**config.mk**
```make
export PLATFORM = sky130hd
export DESIGN_NAME = m_clk_div_sel_flat
export DESIGN_NICKNAME = d
export VERILOG_FILES = /design/src/rtl/m_clk_div_sel_if.sv /design/src/rtl/m_clk_div_sel.sv /design/src/flat_wrapper.sv
export SDC_FILE = /design/constraint.sdc
export NUM_CORES = 1
export LEC_CHECK = 0
export ABC_AREA = 1
export CAP_MARGIN = 20
export CORE_MARGIN = 10
export CORE_UTILIZATION = 50
export DETAILED_ROUTE_END_ITERATION = 16
export GPL_TIMING_DRIVEN = 0
export PLACE_DENSITY = 0.83
export SETUP_SLACK_MARGIN = 0.3
export SLEW_MARGIN = 20
export SYNTH_ARGS = -nofsm -noshare
export SYNTH_HDL_FRONTEND = slang
export SYNTH_SLANG_ARGS = --single-unit
```
**constraint.sdc**
```tcl
create_clock -name clk -period 1.7 [get_ports clk]
set_clock_uncertainty 0.15 [all_clocks]
set_input_delay 0.34 -clock clk [delete_from_list [all_inputs] [get_ports clk]]
set_output_delay 0.34 -clock clk [all_outputs]
set_load 0.05 [all_outputs]
```
**src/rtl/m_clk_div_sel_if.sv**
```systemverilog
// Select-request handshake between a requester and the clock divider/select sequencer.
interface m_clk_div_sel_if;
    logic       sel_req_valid;
    logic [1:0] sel_req;
    logic       sel_req_ready;
    logic       sel_ack;
    logic [1:0] sel_o;

    modport master (
        output sel_req_valid,
        output sel_req,
        input  sel_req_ready,
        input  sel_ack,
        input  sel_o
    );

    modport slave (
        input  sel_req_valid,
        input  sel_req,
        output sel_req_ready,
        output sel_ack,
        output sel_o
    );
endinterface

```
**src/rtl/m_clk_div_sel.sv**
```systemverilog
// Divided-clock generator (div2/4/8) and glitch-safe 4:1 clock-mux select sequencer.
// Select updates land on the counter wrap edge, where all divided clocks fall together.
module m_clk_div_sel #(
    parameter logic [1:0]  RESET_SEL  = 2'd0,
    parameter int unsigned SETTLE_CYC = 2
) (
    input  logic                 clk,
    input  logic                 rst_n,
    input  logic                 div_en,
    m_clk_div_sel_if.slave       bus,
    output logic                 clk_div2,
    output logic                 clk_div4,
    output logic                 clk_div8,
    output logic                 busy
);

    localparam int unsigned CNT_W    = 3;
    localparam int unsigned SETTLE_W = 4;
    localparam logic [CNT_W-1:0]    CNT_LAST  = CNT_W'(7);
    // Settle counter counts down to zero, so load one less than the cycle count.
    localparam logic [SETTLE_W-1:0] SETTLE_LD =
        (SETTLE_CYC == 0) ? SETTLE_W'(0) : SETTLE_W'(SETTLE_CYC - 1);

    typedef enum logic [1:0] {
        IDLE    = 2'd0,
        PENDING = 2'd1,
        SETTLE  = 2'd2
    } state_t;

    state_t              state, state_d;
    logic [CNT_W-1:0]    cnt, cnt_d;
    logic [1:0]          pend_sel, pend_sel_d;
    logic [1:0]          sel_d;
    logic [SETTLE_W-1:0] settle_cnt, settle_d;
    logic                ack_d;
    logic                ready_d;
    logic                busy_d;
    logic                accept_c;
    logic                apply_c;

    // State and output registers.
    always_ff @(posedge clk or negedge rst_n) begin
        if (!rst_n) begin
            state             <= IDLE;
            cnt               <= '0;
            pend_sel          <= '0;
            settle_cnt        <= '0;
            bus.sel_o         <= RESET_SEL;
            bus.sel_ack       <= 1'b0;
            bus.sel_req_ready <= 1'b0;
            busy              <= 1'b0;
        end else begin
            state             <= state_d;
            cnt               <= cnt_d;
            pend_sel          <= pend_sel_d;
            settle_cnt        <= settle_d;
            bus.sel_o         <= sel_d;
            bus.sel_ack       <= ack_d;
            bus.sel_req_ready <= ready_d;
            busy              <= busy_d;
        end
    end

    // Divided clocks are the counter flops themselves.
    assign clk_div2 = cnt[0];
    assign clk_div4 = cnt[1];
    assign clk_div8 = cnt[2];

    // Next-state and next-output logic.
    always_comb begin
        state_d    = state;
        cnt_d      = div_en ? cnt + CNT_W'(1) : cnt;
        pend_sel_d = pend_sel;
        sel_d      = bus.sel_o;
        settle_d   = settle_cnt;
        ack_d      = 1'b0;

        accept_c = (state == IDLE) && bus.sel_req_ready && bus.sel_req_valid;
        // Uses the sampled div_en/cnt so the apply edge is the 7->0 wrap or a frozen counter.
        apply_c  = !div_en || (cnt == CNT_LAST);

        unique case (state)
            IDLE: begin
                if (accept_c) begin
                    pend_sel_d = bus.sel_req;
                    state_d    = PENDING;
                end
            end
            PENDING: begin
                if (apply_c) begin
                    sel_d    = pend_sel;
                    ack_d    = 1'b1;
                    settle_d = SETTLE_LD;
                    state_d  = (SETTLE_CYC == 0) ? IDLE : SETTLE;
                end
            end
            SETTLE: begin
                if (settle_cnt == '0) begin
                    state_d = IDLE;
                end else begin
                    settle_d = settle_cnt - SETTLE_W'(1);
                end
            end
            default: begin
                state_d = IDLE;
            end
        endcase

        ready_d = (state_d == IDLE);
        busy_d  = (state_d != IDLE);
    end

endmodule

```
**src/flat_wrapper.sv**
```systemverilog
// flat-port wrapper written by rule: the top's interface ports become plain ports
module m_clk_div_sel_flat 
#(
    parameter logic [1:0]  RESET_SEL  = 2'd0,
    parameter int unsigned SETTLE_CYC = 2
)
  (clk, rst_n, div_en, clk_div2, clk_div4, clk_div8, busy, bus_sel_req_valid, bus_sel_req, bus_sel_req_ready, bus_sel_ack, bus_sel_o);
  m_clk_div_sel_if bus_i ();
  input  logic clk;
  input  logic rst_n;
  input  logic div_en;
  output logic clk_div2;
  output logic clk_div4;
  output logic clk_div8;
  output logic busy;
  input wire logic [$bits(bus_i.sel_req_valid)-1:0] bus_sel_req_valid;
  input wire logic [$bits(bus_i.sel_req)-1:0] bus_sel_req;
  output wire logic [$bits(bus_i.sel_req_ready)-1:0] bus_sel_req_ready;
  output wire logic [$bits(bus_i.sel_ack)-1:0] bus_sel_ack;
  output wire logic [$bits(bus_i.sel_o)-1:0] bus_sel_o;
  assign bus_i.sel_req_valid = bus_sel_req_valid;
  assign bus_i.sel_req = bus_sel_req;
  assign bus_sel_req_ready = bus_i.sel_req_ready;
  assign bus_sel_ack = bus_i.sel_ack;
  assign bus_sel_o = bus_i.sel_o;
  m_clk_div_sel #(.RESET_SEL(RESET_SEL), .SETTLE_CYC(SETTLE_CYC)) u_core (.clk(clk), .rst_n(rst_n), .div_en(div_en), .bus(bus_i), .clk_div2(clk_div2), .clk_div4(clk_div4), .clk_div8(clk_div8), .busy(busy));
endmodule
```
==> run_results.csv, run 1 <==
group,metric,value,unit
hold_path,holdCritPathClass,"input pin to asynchronous set/reset pin",
timing,tightestPinTransition,0.705,ns
route,antenna_left,0,
clocking,cts_root_buffer,"clkbuf_4",
yosys,synth.avg_cell_area,9.52,sq um
timing,slew_violations,0,
clocking,clk-insertion-delay-late,0.28,ns
timing,final-hold-violation-count,0,
floorplan,core_area,1540,sq um
route,vias,654,
clocking,cts_buffers,3,
floorplan,die_h,60.7,um
yosys,synthesis.nets,101,
floorplan,die_w,60.7,um
clocking,cts.hold.buffers_added,0,
timing,min_period,1.59,ns
clocking,path_clk_slew,0.09,ns
clocking,cts_tree,"built",
flow_run,cap_violations,0,
cells_and_area,n_antenna_cell,0,
worst_setup_path,max_stage_delay,0.44,ns
route,drc,0,
timing,rsz0062_at_grt,"yes",
worst_setup_path,end_kind,"flip-flop",
floorplan,die-area,3680,sq um
global_routing,antenna_found_initial,0,
floorplan,num_rows,14,
route,drtIter0Drc,8,
cells_and_area,fin_nets,123,
placed_design,place_ws,-0.0548,ns
yosys,synth_area,828,sq um
cells_and_area,drive_above_1_share,47.2,%
worst_setup_path,path_class,"flip-flop to flip-flop",
timing,max_slew_margin,52.9,%
yosys,ys_types,18,
worst_setup_path,arrival,1.62,ns
global_routing,gr-total-overflow,0,
global_routing,grt_pass1_vias,717,
clocking,cts.path.max_buffers,2,
route,wirelength,2010,um
worst_setup_path,critPathTopFamily,"flip-flops",
route,viasPerCell,5.27,
route,wire_per_inst,16.2,um
yosys,ys_warn_count,0,
floorplan,initial_core_util,53.7,%
global_routing,grt_max_degree,17,
yosys,synth-seq-cells,16,
clocking,ctsHtreeMaxLevel,1,
timing,setup_viol,0,
worst_setup_path,slowest_stage,"dfrtp_2",
global_routing,grt_pass1_wl,3070,um
worst_setup_path,crit_fanout,3,
placed_design,io_buffers,13,
worst_setup_path,worstPathRequired,1.73,ns
global_routing,grt_use_total,10.6,%
cells_and_area,area_delta_synth_final,40.0,%
route,dr.pass1.iters,4,
placed_design,routabilityCongestion,0.683,
worst_setup_path,crit_buf_inv,1,
placed_design,place_hpwl,1200,um
yosys,synth_cells,87,
yosys,seq_area_frac_synth,48.3,%
timing,finalCritPeriodShare,93.4,%
floorplan,boundaryPins,14,
clocking,cts.sinks,16,
timing,setup_slack,0.112,ns
timing,fmax,630,MHz
worst_setup_path,cp-start-kind,"flip-flop",
worst_setup_path,worstPathCellList,"ha_4, ha_4, inv_4, nand2_2, o21ai_2, nand3_2, nand2_2, nand2_1",
outcome,status,"finished clean",
==> path summary, 6_finish.rpt <==
| path | start | endpoint | slack (ns) | cells after the start |
|---|---|---|---|---|
| max | u_core.cnt[1]$_DFFE_PN0P_ | u_core.busy$_DFF_PN0_ | 0.11 | 8 |
| min | rst_n | u_core.bus.sel_ack$_DFF_PN0_ | 0.33 | 1 |
| max reg2reg | u_core.cnt[1]$_DFFE_PN0P_ | u_core.busy$_DFF_PN0_ | 0.11 | 8 |
| min reg2reg | u_core.pend_sel[0]$_DFFE_PN0P_ | u_core.bus.sel_o[0]$_DFFE_PN0P_ | 0.34 | 2 |
| max in group asynchronous | rst_n | u_core.cnt[0]$_DFFE_PN0P_ | 0.59 | 1 |
| min in group clk | u_core.pend_sel[0]$_DFFE_PN0P_ | u_core.bus.sel_o[0]$_DFFE_PN0P_ | 0.34 | 2 |
==> final cells by class <==
| class | count | area, sq um |
|---|---|---|
| repair buffers | 17 | 156 |
| well taps | 16 | 20.0 |
| clock buffers | 4 | 36.3 |
| fillers | 91 | 382 |
| inverters | 16 | 65.1 |
| flip-flops and latches | 16 | 405 |
| multi-input cells | 55 | 477 |
==> registers in the layout (all words and copies together), names as in the netlist <==
register and cells:
u_core.state 2, u_core.bus.sel_req_ready 1, u_core.settle_cnt 4, u_core.cnt 3, u_core.busy 1, u_core.bus.sel_ack 1
u_core.pend_sel 2, u_core.bus.sel_o 2
==> metrics by stage <==
step / util [%] / TNS [ns] / instance area, sq um / hold slack [ns] / std cells
finish: 75.2 / 0 / 1160 / 0.326 / 124
global route: 75.2 / 0 / 1160 / 0.359 / 124
CTS: 70.7 / 0 / 1090 / 0.325 / 122
detailed placement: 65.9 / -0.149 / 1020 / 0.311 / 116
global placement: 65.9 / -0.0413 / 1020 / 0.310 / 116
floorplan: - / 0 / 866 / -0.106 / 87
==> cell usage after synthesis <==
master,n,area share (%)
nand4_1,1,0.76
inv_1,13,5.9
a21oi_1,2,1.2
o21ai_2,1,1.1
nand2_1,17,7.7
nand3_4,1,2.1
xnor2_1,1,1.1
o21ai_0,6,3.6
xor2_1,1,1.1
ha_1,8,12
mux2_2,3,4.1
o21ai_1,1,0.60
nand3_2,1,1.2
dfrtp_1,16,48
inv_2,3,1.4
nand3_1,6,3.6
a21oi_4,1,2.0
nor2_1,5,2.3
==> cells by family after synthesis <==
group | count (synthesis) | share of synthesized area (%)
and+or+nand+nor | 31 | 17.7
buffers and inverters | 16 | 7.25
DFF | 16 | 48.3
AOI/OAI and AO/OA | 11 | 8.46
adders and majority gates | 8 | 12.1
muxes | 3 | 4.08
xor gates and xnor gates | 2 | 2.12
==> worst register-to-register path: cells and delay by family (launching register included) <==
family	cells	cell delay, ns
adder cells (fa/ha/maj)	2	0.32
buffers and inverters	1	0.06
flip-flops	1	0.44
AO/OA/AOI/OAI	1	0.17
AND/OR/NAND/NOR	4	0.35
==> layer usage <==
layer  vias up  global-route usage (%)  routed length, um
met5         -                       0                  0
met4         0                    5.02                 19
li1        323                       -                  -
met2        10                    18.5               1090
met3         2                    2.71                125
met1       319                    11.8                774
==> layout by cell type (no fill, tap or decap), drive strengths merged <==
| cell | synthesis | layout |
|---|---|---|
| nor2 | 5 | 5 |
| dfrtp | 16 | 16 |
| xor2 | 1 | 1 |
| nand2 | 17 | 17 |
| inv | 16 | 16 |
| nand3 | 8 | 8 |
| o21ai | 8 | 8 |
| buf | 0 | 11 |
| clkdlybuf4s50 | 0 | 5 |
| nand4 | 1 | 1 |
| a21oi | 3 | 3 |
| xnor2 | 1 | 1 |
| clkbuf | 0 | 5 |
| ha | 8 | 8 |
| mux2 | 3 | 3 |
==> what timing repair did <==
action / 4_1_cts / 5_1_grt
gates resized for setup: 63 / 19
setup endpoints to repair: 17 / 17
pin swaps: 8 / 2
setup buffers: 2 / 2
Power of run 1 is left out: the tool's default activity adds up to more than one toggle a clock period on the data nets, which glitch-free logic cannot reach.
==> run 2, diff against run 1 <==
--- a/config.mk
+++ b/config.mk
@@ -6,9 +6,10 @@
 export NUM_CORES = 1
 export LEC_CHECK = 0
 export ABC_AREA = 1
-export CAP_MARGIN = 20
-export CORE_MARGIN = 10
+export CAP_MARGIN = 40
+export CORE_MARGIN = 3
 export CORE_UTILIZATION = 50
+export CTS_CLUSTER_DIAMETER = 30
 export DETAILED_ROUTE_END_ITERATION = 16
 export GPL_TIMING_DRIVEN = 0
 export PLACE_DENSITY = 0.83
==> run 2 against run 1 <==
Compared with the run above: register-to-register slack improved by 0.08 ns; fmax increased by 5.5%; worst hold slack got worse by 0.017 ns; die area fell by 41%; first-iteration DRC count stayed put; cell count is 0.81% lower; critical path depth stayed put; global-route usage grew 6.4 points; clock-buffer cell count did not move; worst setup slack better by 0.082 ns; sequential cell count unchanged; critical path type unchanged.
==> run_results.csv, run 2 (synthesis gave the netlist of run 1 again) <==
group,metric,value,unit
cells_and_area,final_cell_mix,"nand2_1 (15), dfrtp_1 (12), inv_1 (11), nand3_1 (6)",
clocking,cts_buffers,3,
power,p_switching,1.12,mW
worst_setup_path,worstPathRequired,1.73,ns
timing,slew_violations,0,
timing,finalCritPeriodShare,88.6,%
worst_setup_path,reg2reg_depth,8,
timing,setup_viol,0,
timing,final-hold-violation-count,0,
timing,max_slew_margin,53.9,%
clocking,cts_tree,"built",
route,drtIter0Drc,8,
global_routing,grt_pass1_vias,602,
cells_and_area,fin_nets,122,
cells_and_area,largest_reg_flops,4,
placed_design,io_buffers,13,
floorplan,boundaryPins,14,
power,p_per_area,2190,nW/um^2
power,combPwrFrac,59.6,%
floorplan,die_h,46.7,um
route,dr.pass1.iters,4,
worst_setup_path,end_kind,"flip-flop",
route,wire_per_inst,12.4,um
power,clkPwrFrac,10.6,%
worst_setup_path,crit_fanout,3,
worst_setup_path,worstPathCellList,"ha_4, ha_4, inv_2, nand3_1, nand2_1, inv_2, a21oi_4, a21oi_1",
flow_run,cap_violations,0,
clocking,ctsHtreeMaxLevel,1,
clocking,cts_root_buffer,"clkbuf_4",
power,power_frac_seq,29.8,%
power,intPower,1.25,mW
global_routing,grt_pass1_wl,2510,um
worst_setup_path,slowest_stage,"dfrtp_2",
route,antenna_left,0,
outcome,status,"finished clean",
placed_design,place_hpwl,1190,um
global_routing,grt_max_degree,17,
timing,totalNegativeSetupSlack,0,ns
floorplan,initial_core_util,53.7,%
power,p_leak,0.526,nW
worst_setup_path,r2r_start,"u_core.cnt[0]$_DFFE_PN0P_",
global_routing,grt_use_total,17.0,%
cells_and_area,area_delta_synth_final,31.0,%
global_routing,gr-total-overflow,0,
clocking,cts.hold.buffers_added,0,
clocking,path_clk_slew,0.09,ns
cells_and_area,n_antenna_cell,0,
cells_and_area,regMostFlops,"u_core.settle_cnt",
route,viasPerCell,5.07,
cells_and_area,drive_above_1_share,34.6,%
placed_design,routabilityCongestion,0.762,
power,p_total,2.38,mW
floorplan,num_rows,14,
clocking,clk-insertion-delay-late,0.29,ns
timing,fmax,664,MHz
timing,tightestPinTransition,0.689,ns
worst_setup_path,arrival,1.54,ns
clocking,cts.path.max_buffers,2,
timing,min_period,1.51,ns
worst_setup_path,path_class,"flip-flop to flip-flop",
placed_design,postPlaceCellArea,1020,sq um
global_routing,antenna_found_initial,0,
power,vdd_ir_drop_max,0.00151,V
route,wirelength,1530,um
route,drc,0,
worst_setup_path,cp-start-kind,"flip-flop",
power,p_sw_share,47.2,%
floorplan,die-area,2180,sq um
route,vias,623,
clocking,cts.sinks,16,
worst_setup_path,max_stage_delay,0.44,ns
hold_path,holdCritPathClass,"input pin to asynchronous set/reset pin",
cells_and_area,final_area,1080,sq um
worst_setup_path,rr_endpoint,"u_core.bus.sel_req_ready$_DFF_PN0_",
floorplan,core_area,1540,sq um
cells_and_area,top_regs,"u_core.settle_cnt: 4 flops, u_core.cnt: 3 flops",
worst_setup_path,r2r_slack,0.19,ns
cells_and_area,final_common_cell,"nand2_1",
timing,rsz0062_at_grt,"yes",
floorplan,die_w,46.7,um
run 2: how the worst max path moves through the flow:
stage | startpoint | slack (ns) | end | cells after the start
after floorplan | u_core.cnt[0]$_DFFE_PN0P_ | 0.15 | u_core.busy$_DFF_PN0_ | 8
after global placement | div_en | -0.009 | u_core.settle_cnt[3]$_DFFE_PN0P_ | 7
after detailed placement | div_en | -0.05 | u_core.settle_cnt[3]$_DFFE_PN0P_ | 7
after CTS | u_core.cnt[1]$_DFFE_PN0P_ | 0.18 | u_core.busy$_DFF_PN0_ | 8
after global routing | u_core.cnt[0]$_DFFE_PN0P_ | 0.09 | u_core.busy$_DFF_PN0_ | 8
final | u_core.cnt[0]$_DFFE_PN0P_ | 0.19 | u_core.bus.sel_req_ready$_DFF_PN0_ | 8
run 2: layout make-up:
type | instances | area (sq um)
flip-flops and latches | 16 | 405
fillers | 125 | 457
well taps | 16 | 20.0
clock buffers | 4 | 36.3
inverters | 16 | 60.1
repair buffers | 16 | 139
multi-input cells | 55 | 424
run 2: power groups by stage:
stage                     clock, mW  sequential [mW]  combinational, mW
after global routing          0.277            0.730               1.55
after floorplan                   0             1.00              0.671
final                         0.251            0.707               1.42
after global placement            0            0.702               1.27
after CTS                     0.259            0.705               1.34
after detailed placement          0            0.717               1.33
run 2: timing repair:
action	CTS	global route
setup endpoints to repair	18	18
pin swaps	4	2
buffers inserted	2	1
resized for setup	48	9
run 2: through the flow:
| stage | util [%] | hold slack [ns] | setup WS [ns] | std cells |
|---|---|---|---|---|
| global route | 70.4 | 0.348 | 0.0853 | 123 |
| floorplan | - | -0.106 | 0.151 | 87 |
| finish | 70.4 | 0.309 | 0.194 | 123 |
| CTS | 67.8 | 0.332 | 0.180 | 122 |
| detailed placement | 65.9 | 0.320 | -0.0490 | 116 |
| global placement | 65.9 | 0.303 | -0.00905 | 116 |
run 2: routing by layer:
layer,GRT usage (%),vias to the layer above,wire [um]
met5,0,-,0
met4,9.94,0,31
met3,3.52,4,94
met2,25.8,20,751
met1,22.4,280,652
li1,-,319,-
run 2: critical path: cells and delay by family, from the launching register on:
kind,cells,cell delay (ns)
adder cells (fa/ha/maj),2,0.32
flip-flops,1,0.44
AND/OR/NAND/NOR,2,0.20
AO/OA/AOI/OAI,2,0.19
buffers and inverters,2,0.09
Power figures use the tool's default switching activity.
